<file path="src/rtl/dmem_if.sv">
`default_nettype none
// ============================================================================
//  Module   : dmem_if
//  Brief    : SRAM-like data-memory request/response bundle
//             (req/addr_ok/data_ok handshake with store fields and load data).
//  Revision : 1.0 - initial release
// ============================================================================
interface dmem_if;
  logic        req;
  logic [31:0] addr;
  logic        we;
  logic [1:0]  size;
  logic [3:0]  wstrb;
  logic [31:0] wdata;
  logic        addr_ok;
  logic        data_ok;
  logic [31:0] rdata;

  // Side that issues requests (a requester, or the arbiter towards memory)
  modport master (
    output req, addr, we, size, wstrb, wdata,
    input  addr_ok, data_ok, rdata
  );

  // Side that accepts requests (memory, or the arbiter towards a requester)
  modport slave (
    input  req, addr, we, size, wstrb, wdata,
    output addr_ok, data_ok, rdata
  );
endinterface
`default_nettype wire

</file>
<file path="src/rtl/dmem_arbiter.sv">
`default_nettype none
// ============================================================================
//  Module   : dmem_arbiter
//  Brief    : Two-requester round-robin arbiter for one SRAM-like data-memory
//             port. A grant is held until its address handshake completes and
//             an order FIFO steers each in-order response back to its issuer.
//  Revision : 1.0 - initial release
// ============================================================================
module dmem_arbiter #(
  parameter int MAX_OUTSTANDING = 4
) (
  input  logic   clk,
  input  logic   resetn,
  dmem_if.slave  s0,
  dmem_if.slave  s1,
  dmem_if.master m,
  output logic   busy,
  output logic   err_spurious
);

  localparam int c_PTR_W = (MAX_OUTSTANDING > 1) ? $clog2(MAX_OUTSTANDING) : 1;
  localparam int c_CNT_W = c_PTR_W + 1;
  localparam logic [c_CNT_W-1:0] c_FULL = c_CNT_W'(MAX_OUTSTANDING);

  typedef enum logic [0:0] {
    ST_OPEN   = 1'b0,
    ST_LOCKED = 1'b1
  } lock_state_t;

  lock_state_t        r_state;
  lock_state_t        w_state_nxt;
  logic               r_grant_q;
  logic               r_last_grant;
  logic               r_err;
  logic [c_CNT_W-1:0] r_count;
  logic [c_PTR_W-1:0] r_wr_ptr;
  logic [c_PTR_W-1:0] r_rd_ptr;
  logic               r_id_fifo [MAX_OUTSTANDING];

  logic w_grant;
  logic w_sel_req;
  logic w_full;
  logic w_issue;
  logic w_push;
  logic w_pop;
  logic w_nonempty;
  logic w_head;

  // Grant selection: a locked grant wins, otherwise alternate on contention
  always_comb begin
    w_grant = r_last_grant;
    if (r_state == ST_LOCKED) begin
      w_grant = r_grant_q;
    end else if (s0.req && s1.req) begin
      w_grant = ~r_last_grant;
    end else if (s0.req) begin
      w_grant = 1'b0;
    end else if (s1.req) begin
      w_grant = 1'b1;
    end
  end

  // A full order FIFO blocks issue; a same-cycle pop is deliberately not
  // allowed to free a slot so data_ok never reaches m.req combinationally.
  assign w_sel_req  = w_grant ? s1.req : s0.req;
  assign w_full     = (r_count == c_FULL);
  assign w_issue    = resetn && w_sel_req && !w_full;
  assign w_push     = w_issue && m.addr_ok;
  assign w_nonempty = (r_count != '0);
  assign w_pop      = resetn && m.data_ok && w_nonempty;
  assign w_head     = r_id_fifo[r_rd_ptr];

  // Downstream request fields follow the granted requester; forced low in reset
  assign m.req   = w_issue;
  assign m.addr  = !resetn ? '0 : (w_grant ? s1.addr  : s0.addr);
  assign m.we    = !resetn ? '0 : (w_grant ? s1.we    : s0.we);
  assign m.size  = !resetn ? '0 : (w_grant ? s1.size  : s0.size);
  assign m.wstrb = !resetn ? '0 : (w_grant ? s1.wstrb : s0.wstrb);
  assign m.wdata = !resetn ? '0 : (w_grant ? s1.wdata : s0.wdata);

  // Address handshake and response routing back to the requesters
  assign s0.addr_ok = w_push && !w_grant;
  assign s1.addr_ok = w_push &&  w_grant;
  assign s0.data_ok = w_pop && !w_head;
  assign s1.data_ok = w_pop &&  w_head;
  assign s0.rdata   = (w_pop && !w_head) ? m.rdata : '0;
  assign s1.rdata   = (w_pop &&  w_head) ? m.rdata : '0;

  assign busy         = w_nonempty;
  assign err_spurious = r_err;

  // Lock state register
  always_ff @(posedge clk or negedge resetn) begin
    if (!resetn) r_state <= ST_OPEN;
    else         r_state <= w_state_nxt;
  end

  // Lock next state: stay locked only while a request waits for addr_ok;
  // a cancelled locked request simply falls back to open.
  always_comb begin
    w_state_nxt = ST_OPEN;
    if (w_issue && !m.addr_ok) w_state_nxt = ST_LOCKED;
  end

  // Held grant and round-robin history
  always_ff @(posedge clk or negedge resetn) begin
    if (!resetn) begin
      r_grant_q    <= 1'b0;
      r_last_grant <= 1'b1;
    end else begin
      if (w_issue && !m.addr_ok) r_grant_q    <= w_grant;
      if (w_push)                r_last_grant <= w_grant;
    end
  end

  // Order FIFO of requester IDs with occupancy count
  always_ff @(posedge clk or negedge resetn) begin
    if (!resetn) begin
      r_wr_ptr <= '0;
      r_rd_ptr <= '0;
      r_count  <= '0;
      for (int i = 0; i < MAX_OUTSTANDING; i++) r_id_fifo[i] <= 1'b0;
    end else begin
      if (w_push) begin
        r_id_fifo[r_wr_ptr] <= w_grant;
        r_wr_ptr            <= r_wr_ptr + c_PTR_W'(1);
      end
      if (w_pop) r_rd_ptr <= r_rd_ptr + c_PTR_W'(1);
      r_count <= r_count + c_CNT_W'(w_push) - c_CNT_W'(w_pop);
    end
  end

  // Sticky flag for a response arriving with nothing outstanding
  always_ff @(posedge clk or negedge resetn) begin
    if (!resetn)                       r_err <= 1'b0;
    else if (m.data_ok && !w_nonempty) r_err <= 1'b1;
  end

endmodule
`default_nettype wire

</file>
<file path="src/flat_wrapper.sv">
// flat-port wrapper written by rule: the top's interface ports become plain ports
module dmem_arbiter_flat 
#(
  parameter int MAX_OUTSTANDING = 4
)
  (clk, resetn, busy, err_spurious, s0_req, s0_addr, s0_we, s0_size, s0_wstrb, s0_wdata, s0_addr_ok, s0_data_ok, s0_rdata, s1_req, s1_addr, s1_we, s1_size, s1_wstrb, s1_wdata, s1_addr_ok, s1_data_ok, s1_rdata, m_req, m_addr, m_we, m_size, m_wstrb, m_wdata, m_addr_ok, m_data_ok, m_rdata);
  dmem_if s0_i ();
  dmem_if s1_i ();
  dmem_if m_i ();
  input  logic clk;
  input  logic resetn;
  output logic busy;
  output logic err_spurious;
  input wire logic [$bits(s0_i.req)-1:0] s0_req;
  input wire logic [$bits(s0_i.addr)-1:0] s0_addr;
  input wire logic [$bits(s0_i.we)-1:0] s0_we;
  input wire logic [$bits(s0_i.size)-1:0] s0_size;
  input wire logic [$bits(s0_i.wstrb)-1:0] s0_wstrb;
  input wire logic [$bits(s0_i.wdata)-1:0] s0_wdata;
  output wire logic [$bits(s0_i.addr_ok)-1:0] s0_addr_ok;
  output wire logic [$bits(s0_i.data_ok)-1:0] s0_data_ok;
  output wire logic [$bits(s0_i.rdata)-1:0] s0_rdata;
  input wire logic [$bits(s1_i.req)-1:0] s1_req;
  input wire logic [$bits(s1_i.addr)-1:0] s1_addr;
  input wire logic [$bits(s1_i.we)-1:0] s1_we;
  input wire logic [$bits(s1_i.size)-1:0] s1_size;
  input wire logic [$bits(s1_i.wstrb)-1:0] s1_wstrb;
  input wire logic [$bits(s1_i.wdata)-1:0] s1_wdata;
  output wire logic [$bits(s1_i.addr_ok)-1:0] s1_addr_ok;
  output wire logic [$bits(s1_i.data_ok)-1:0] s1_data_ok;
  output wire logic [$bits(s1_i.rdata)-1:0] s1_rdata;
  output wire logic [$bits(m_i.req)-1:0] m_req;
  output wire logic [$bits(m_i.addr)-1:0] m_addr;
  output wire logic [$bits(m_i.we)-1:0] m_we;
  output wire logic [$bits(m_i.size)-1:0] m_size;
  output wire logic [$bits(m_i.wstrb)-1:0] m_wstrb;
  output wire logic [$bits(m_i.wdata)-1:0] m_wdata;
  input wire logic [$bits(m_i.addr_ok)-1:0] m_addr_ok;
  input wire logic [$bits(m_i.data_ok)-1:0] m_data_ok;
  input wire logic [$bits(m_i.rdata)-1:0] m_rdata;
  assign s0_i.req = s0_req;
  assign s0_i.addr = s0_addr;
  assign s0_i.we = s0_we;
  assign s0_i.size = s0_size;
  assign s0_i.wstrb = s0_wstrb;
  assign s0_i.wdata = s0_wdata;
  assign s0_addr_ok = s0_i.addr_ok;
  assign s0_data_ok = s0_i.data_ok;
  assign s0_rdata = s0_i.rdata;
  assign s1_i.req = s1_req;
  assign s1_i.addr = s1_addr;
  assign s1_i.we = s1_we;
  assign s1_i.size = s1_size;
  assign s1_i.wstrb = s1_wstrb;
  assign s1_i.wdata = s1_wdata;
  assign s1_addr_ok = s1_i.addr_ok;
  assign s1_data_ok = s1_i.data_ok;
  assign s1_rdata = s1_i.rdata;
  assign m_req = m_i.req;
  assign m_addr = m_i.addr;
  assign m_we = m_i.we;
  assign m_size = m_i.size;
  assign m_wstrb = m_i.wstrb;
  assign m_wdata = m_i.wdata;
  assign m_i.addr_ok = m_addr_ok;
  assign m_i.data_ok = m_data_ok;
  assign m_i.rdata = m_rdata;
  dmem_arbiter #(.MAX_OUTSTANDING(MAX_OUTSTANDING)) u_core (.clk(clk), .resetn(resetn), .s0(s0_i), .s1(s1_i), .m(m_i), .busy(busy), .err_spurious(err_spurious));
endmodule
</file>
<file path="config.mk">
export PLATFORM = sky130hd
export DESIGN_NAME = dmem_arbiter_flat
export DESIGN_NICKNAME = d
export VERILOG_FILES = /design/src/rtl/dmem_if.sv /design/src/rtl/dmem_arbiter.sv /design/src/flat_wrapper.sv
export SDC_FILE = /design/constraint.sdc
export NUM_CORES = 1
export LEC_CHECK = 0
export BUFFER_PORTS_ARGS = -buffer_cell sky130_fd_sc_hd__buf_2
export CAP_MARGIN = 20
export CORE_AREA = 2 2 127 129
export CTS_BUF_LIST = sky130_fd_sc_hd__clkbuf_4
export DETAILED_ROUTE_END_ITERATION = 12
export DIE_AREA = 0 0 129 131
export SYNTH_ARGS = -nofsm -noshare
export SYNTH_HDL_FRONTEND = slang
export SYNTH_SLANG_ARGS = --single-unit
</file>
<file path="constraint.sdc">
create_clock -name clk -period 3.5 [get_ports clk]
set_input_delay 0.175 -clock clk [delete_from_list [all_inputs] [get_ports clk]]
set_output_delay 0.175 -clock clk [all_outputs]
set_load 0.01 [all_outputs]
</file>
==> impl_metrics.env, run 1 <==
export IMPL_cp_num_buf_inv=2
export IMPL_final_common_cell="buf_2"
export IMPL_crit_fanout=71
export IMPL_dieArea_um2=16900
export IMPL_finalCritPeriodShare_pct=73.3
export IMPL_rsz0062_at_grt="false"
export IMPL_initial_core_util_pct=14.4
export IMPL_drive_gt1_share_pct=48.2
export IMPL_final_cell_mix="buf_2, nand2_1, a21oi_1"
export IMPL_clock_latency_ns=0.28
export IMPL_wl_per_cell_um=11.1
export IMPL_fin_crit_ns=2.57
export IMPL_syn_avg_cell_area_um2=5.43
export IMPL_cts_resized=0
export IMPL_ys_top_cells_by_area="nand2_1, a21oi_1, dfrtp_1"
export IMPL_crit_family="buffers and inverters"
export IMPL_cts_sinks=15
export IMPL_die_h_um=131
export IMPL_fin_worst_skew_ns=0.00181
export IMPL_grt_pass1_wl_mm=13.9
export IMPL_r2r_start="u_core.r_grant_q"
export IMPL_yosys_register_bits=15
export IMPL_max_clock_path_buffers=2
export IMPL_port_buffers=321
export IMPL_netlist_area_um2=2250
export IMPL_relSlewSlack_pct=47.6
export IMPL_final_nets=900
export IMPL_status="complete, no violations"
export IMPL_worstPathRequired_ns=3.32
export IMPL_grt_overflow=0
export IMPL_start_kind="register"
export IMPL_grtUsageTotal_pct=9.81
export IMPL_place_gp_congestion=0.739
export IMPL_viasPerCell=4.02
export IMPL_dp_cells=923
export IMPL_boundaryPins=322
export IMPL_critical_path_startpoint="u_core.r_last_grant"
export IMPL_hp_start="m_data_ok"
export IMPL_std_cell_rows=46
export IMPL_worstSetupEndpointType="output pin"
export IMPL_die_w_um=129
export IMPL_synthDistinctLibCells=33
export IMPL_seq_area_frac_synth_pct=16.7
export IMPL_ir_drop_uv=320
export IMPL_fin_cells=928
export IMPL_crit_path_top_delay_cell="buf_4"
export IMPL_critPathMaxStageDelay_ns=0.59
export IMPL_synth_largest_area_cell="nand2_1"
export IMPL_synthCells=415
export IMPL_critPathArrivalTime_ns=2.39
export IMPL_tns_ns=0
export IMPL_grt_pass1_vias=2890
export IMPL_grt_max_degree=72
export IMPL_synth_top_area_share_pct=29.5
export IMPL_hold_class="in2reg"
export IMPL_cts_buffers=3
export IMPL_root_buffer="clkbuf_4"
export IMPL_fmax_ghz=0.390
export IMPL_h_tree_depth=1
export IMPL_cap_violations=0
export IMPL_drt_total_wl_mm=10.3
export IMPL_drt_pre_antenna_iters=6
export IMPL_leakage_uw=0.00247
export IMPL_vias=3728
export IMPL_drc=0
export IMPL_cp_cell_sequence="and2_1 > o31a_2 > buf_4 > nand2_1 > a21oi_1 > buf_2"
export IMPL_slew_viol_final=0
export IMPL_ant_nets=0
export IMPL_cts_tree="built"
export IMPL_n_fill_cell=1798
export IMPL_p_per_area_nw_per_um2=540
export IMPL_antennaDiodeCount=0
export IMPL_drtIter0Drc=179
export IMPL_core_area_um2=15600
export IMPL_antenna_found_initial=0
export IMPL_hpwlAfterDp_mm=8.07
export IMPL_hold_violations=0
export IMPL_path_clk_slew_ns=0.09
export IMPL_syn2layout_area_growth_pct=81.1
export IMPL_syn_nets=602
export IMPL_worst_pin_slew_ns=0.786
export IMPL_critical_path_class="reg2out"
export IMPL_synth_warnings=0
export IMPL_setup_viol=0
[per-layer routing]
metal | part of all wire (%) | wire (um) | track usage, % | vias to the layer above
li1 | - | - | - | 1914
met1 | 43 | 4410 | 13.6 | 1637
met2 | 49 | 5070 | 16.8 | 175
met3 | 7.3 | 755 | 0.733 | 2
met4 | 0.46 | 47 | 1.92 | 0
met5 | 0 | 0 | 0 | -
[registers in the layout, summed over array words and instances (netlist names)]
register and count:
u_core.r_count 3, u_core.r_rd_ptr 2, u_core.r_state 1, u_core.r_id_fifo 4, u_core.r_last_grant 1, u_core.r_grant_q 1, u_core.r_wr_ptr 2, u_core.err_spurious 1
[kinds of logic after synthesis]
group | Yosys count | synth area share [%]
AO/OA/AOI/OAI | 85 | 21.3
AND/OR/NAND/NOR | 253 | 43.8
multiplexers | 6 | 3.22
buffers and inverters | 44 | 8.78
flip-flops | 15 | 16.7
XOR/XNOR | 5 | 1.94
adder cells (fa/ha/maj) | 7 | 4.22
[worst paths after layout]
kind,slack [ns],end,cells after the start
setup / recovery,0.93,m_addr[15],6
hold / removal,0.14,u_core.err_spurious,3
setup reg to reg,1.25,u_core.r_count[1],6
hold reg to reg,0.48,u_core.err_spurious,1
max in group asynchronous,2.83,u_core.r_last_grant,2
min in group asynchronous,0.35,u_core.err_spurious,2
[repair_timing]
item | in CTS | in global routing
hold buffers | 1 | 0
buffers inserted | 0 | 0
hold endpoints to repair | 14 | 0
[area by class of cell]
class                   count  area (um2)  share of cell area, %
clock inverters             1        5.00                  0.123
multi-input cells         356        1700                   41.6
clock buffers               3        22.5                  0.552
repair buffers            328        1670                   41.0
flip-flops and latches     15         377                   9.23
well taps                 216         270                   6.63
inverters                   9        33.8                  0.828
[power breakdown]
| part | total, uW | switching (uW) | internal (uW) |
|---|---|---|---|
| registers | 338 | 74.1 | 264 |
| logic | 1770 | 1090 | 674 |
| clock network | 99.5 | 57.2 | 42.3 |
| total | 2200 | 1220 | 980 |
[through the flow]
stage,util (%),hold WS [ns],total power (uW),setup slack (ns),cell area [um2]
global route,26.2,0.123,2440,0.759,4080
floorplan,-,-0.121,1490,1.08,2250
global placement,25.9,0.115,2120,1.27,4040
CTS,26.2,0.131,2230,0.991,4080
finish,26.2,0.136,2200,0.934,4080
detailed placement,25.9,0.115,2120,1.26,4040
[worst reg2reg max path, cell delays in order (launching register included)]
cell and delay [ns]:
dfrtp_1 0.42, mux2i_1 0.16, a2111oi_4 0.78, nand2_8 0.12, inv_1 0.09, ha_1 0.16
fa_1 0.41
[cells in the mapped netlist]
cell,count
a2111oi_4,1
a21oi_1,71
a31oi_1,4
a41oi_1,4
and2_1,3
and2b_2,1
and3_1,1
buf_1,4
buf_2,12
buf_6,1
clkbuf_1,17
clkbuf_8,1
dfrtp_1,14
dfstp_2,1
fa_1,1
ha_1,6
inv_1,8
inv_2,1
mux2_2,2
mux2_4,2
mux2i_1,2
nand2_1,177
nand2_8,1
nor2_1,68
nor3b_1,1
o21a_1,1
o21ai_1,1
o21bai_1,1
o31a_1,1
o31ai_1,1
or3_1,1
xnor2_1,3
xor2_1,2
No activity file was read; power rests on OpenSTA's default activity.
==> run 2: changes to the inputs <==
CORE_AREA = 2 2 125 127   (was 2 2 127 129)
DIE_AREA = 0 0 127 129   (was 0 0 129 131)
clock period = 2.4 ns   (was 3.5 ns; I/O delays follow)
==> impl_metrics.env, run 2 (synthesized netlist as in run 1, its figures left out) <==
export IMPL_status="complete, no violations"
export IMPL_cts_sinks=15
export IMPL_p_per_area_nw_per_um2=819
export IMPL_drive_gt1_share_pct=48.5
export IMPL_die_w_um=127
export IMPL_clock_latency_ns=0.28
export IMPL_final_common_cell="buf_2"
export IMPL_hpwlAfterDp_mm=8.27
export IMPL_dieArea_um2=16400
export IMPL_grtUsageTotal_pct=11.3
export IMPL_fin_crit_ns=2.21
export IMPL_setup_viol=0
export IMPL_final_nets=903
export IMPL_finalCritPeriodShare_pct=91.9
export IMPL_tns_ns=0
export IMPL_crit_fanout=71
export IMPL_place_gp_congestion=0.765
export IMPL_regMostFlops="u_core.r_id_fifo"
export IMPL_n_fill_cell=1712
export IMPL_cts_buffers=3
export IMPL_worst_pin_slew_ns=0.783
export IMPL_boundaryPins=322
export IMPL_syn2layout_area_growth_pct=82.4
export IMPL_ir_drop_uv=249
export IMPL_critPathArrivalTime_ns=2.09
export IMPL_std_cell_rows=45
export IMPL_grt_pass1_vias=3151
export IMPL_root_buffer="clkbuf_4"
export IMPL_h_tree_depth=1
export IMPL_dp_cells=897
export IMPL_leakage_uw=0.00250
export IMPL_rsz0062_at_grt="false"
export IMPL_critical_path_class="in2out"
export IMPL_final_cell_mix="buf_2, nand2_1, a21oi_1"
export IMPL_ant_nets=0
export IMPL_antenna_found_initial=2
export IMPL_cts_tree="built"
export IMPL_worstSetupEndpointType="output pin"
export IMPL_max_clock_path_buffers=2
export IMPL_fmax_ghz=0.453
export IMPL_fin_cells=904
export IMPL_path_clk_slew_ns=0.09
export IMPL_port_buffers=321
export IMPL_top_regs="u_core.r_id_fifo (4), u_core.r_count (3)"
export IMPL_cap_violations=0
export IMPL_slew_viol_final=0
export IMPL_grt_max_degree=72
export IMPL_fin_worst_skew_ns=0.00120
export IMPL_grt_overflow=0
export IMPL_drtIter0Drc=154
export IMPL_drt_pre_antenna_iters=4
export IMPL_initial_core_util_pct=15.0
export IMPL_wl_per_cell_um=11.8
export IMPL_worstPathRequired_ns=2.28
export IMPL_drc=0
export IMPL_cts_resized=0
export IMPL_drt_total_wl_mm=10.6
export IMPL_core_area_um2=15000
export IMPL_grt_pass1_wl_mm=15.4
export IMPL_relSlewSlack_pct=47.8
export IMPL_hold_violations=0
export IMPL_viasPerCell=4.14
export IMPL_start_kind="input pin"
export IMPL_largest_register_ffs=4
export IMPL_die_h_um=129
export IMPL_vias=3747
export IMPL_hold_class="in2reg"
run 2: changes by cell type in the layout (fill, tap and decap cells not counted), sizes merged:
cell and change:
buf +3, clkbuf +1, clkinv -1, diode +1
run 2: worst max-delay path: stages:
cell,delay [ns]
dlygate4sd3_1,0.53
buf_2,0.25
inv_2,0.12
buf_4,0.58
a21oi_1,0.18
buf_2,0.21
run 2: area by class of cell:
cell class	count	area (um2)	area share, %
antenna	1	2.50	0.0609
clock buffer	4	30.0	0.731
multi-input combinational	356	1700	41.4
sequential	15	377	9.17
timing repair buffer	331	1730	42.1
inverter	9	33.8	0.822
tap	188	235	5.72
run 2: stage by stage:
step / instance area [um2] / util, % / total power (uW) / hold slack (ns) / worst slack (ns)
floorplan: 2260 / - / 2180 / -0.176 / 0.0206
global placement: 4050 / 27.1 / 3190 / 0.0613 / 0.298
detailed placement: 4050 / 27.1 / 3190 / 0.0630 / 0.289
CTS: 4090 / 27.3 / 3370 / 0.0783 / 0.102
global route: 4110 / 27.4 / 3730 / 0.102 / 0.0219
finish: 4110 / 27.4 / 3370 / 0.0895 / 0.194
run 2: worst paths after layout:
kind	from	depth (start not counted)	slack, ns	endpoint
max	resetn	6	0.19	m_wdata[29]
min	m_data_ok	3	0.09	u_core.err_spurious
max reg2reg	u_core.r_count[0]	7	0.29	u_core.r_count[2]
min reg2reg	u_core.err_spurious	1	0.48	u_core.err_spurious
max in group asynchronous	resetn	2	1.81	u_core.r_last_grant
min in group asynchronous	resetn	2	0.29	u_core.err_spurious
run 2: what timing repair did:
item / CTS / global route
setup buffers: 0 / 0
endpoints found under the hold margin: 14 / 0
hold buffers: 1 / 0
run 2: report_power, final:
part	total, uW	internal (uW)	leakage (uW)	switching [uW]
clock	154	75.7	0.0000184	78.1
combinational	2720	1070	0.00231	1640
sequential	495	385	0.000172	110
run 2: metal layers:
metal,track usage [%],up-vias,wire length (um)
li1,-,1924,-
met1,15.2,1618,4310
met2,19.8,191,5350
met3,1.41,12,888
met4,1.62,2,66
met5,0,-,13
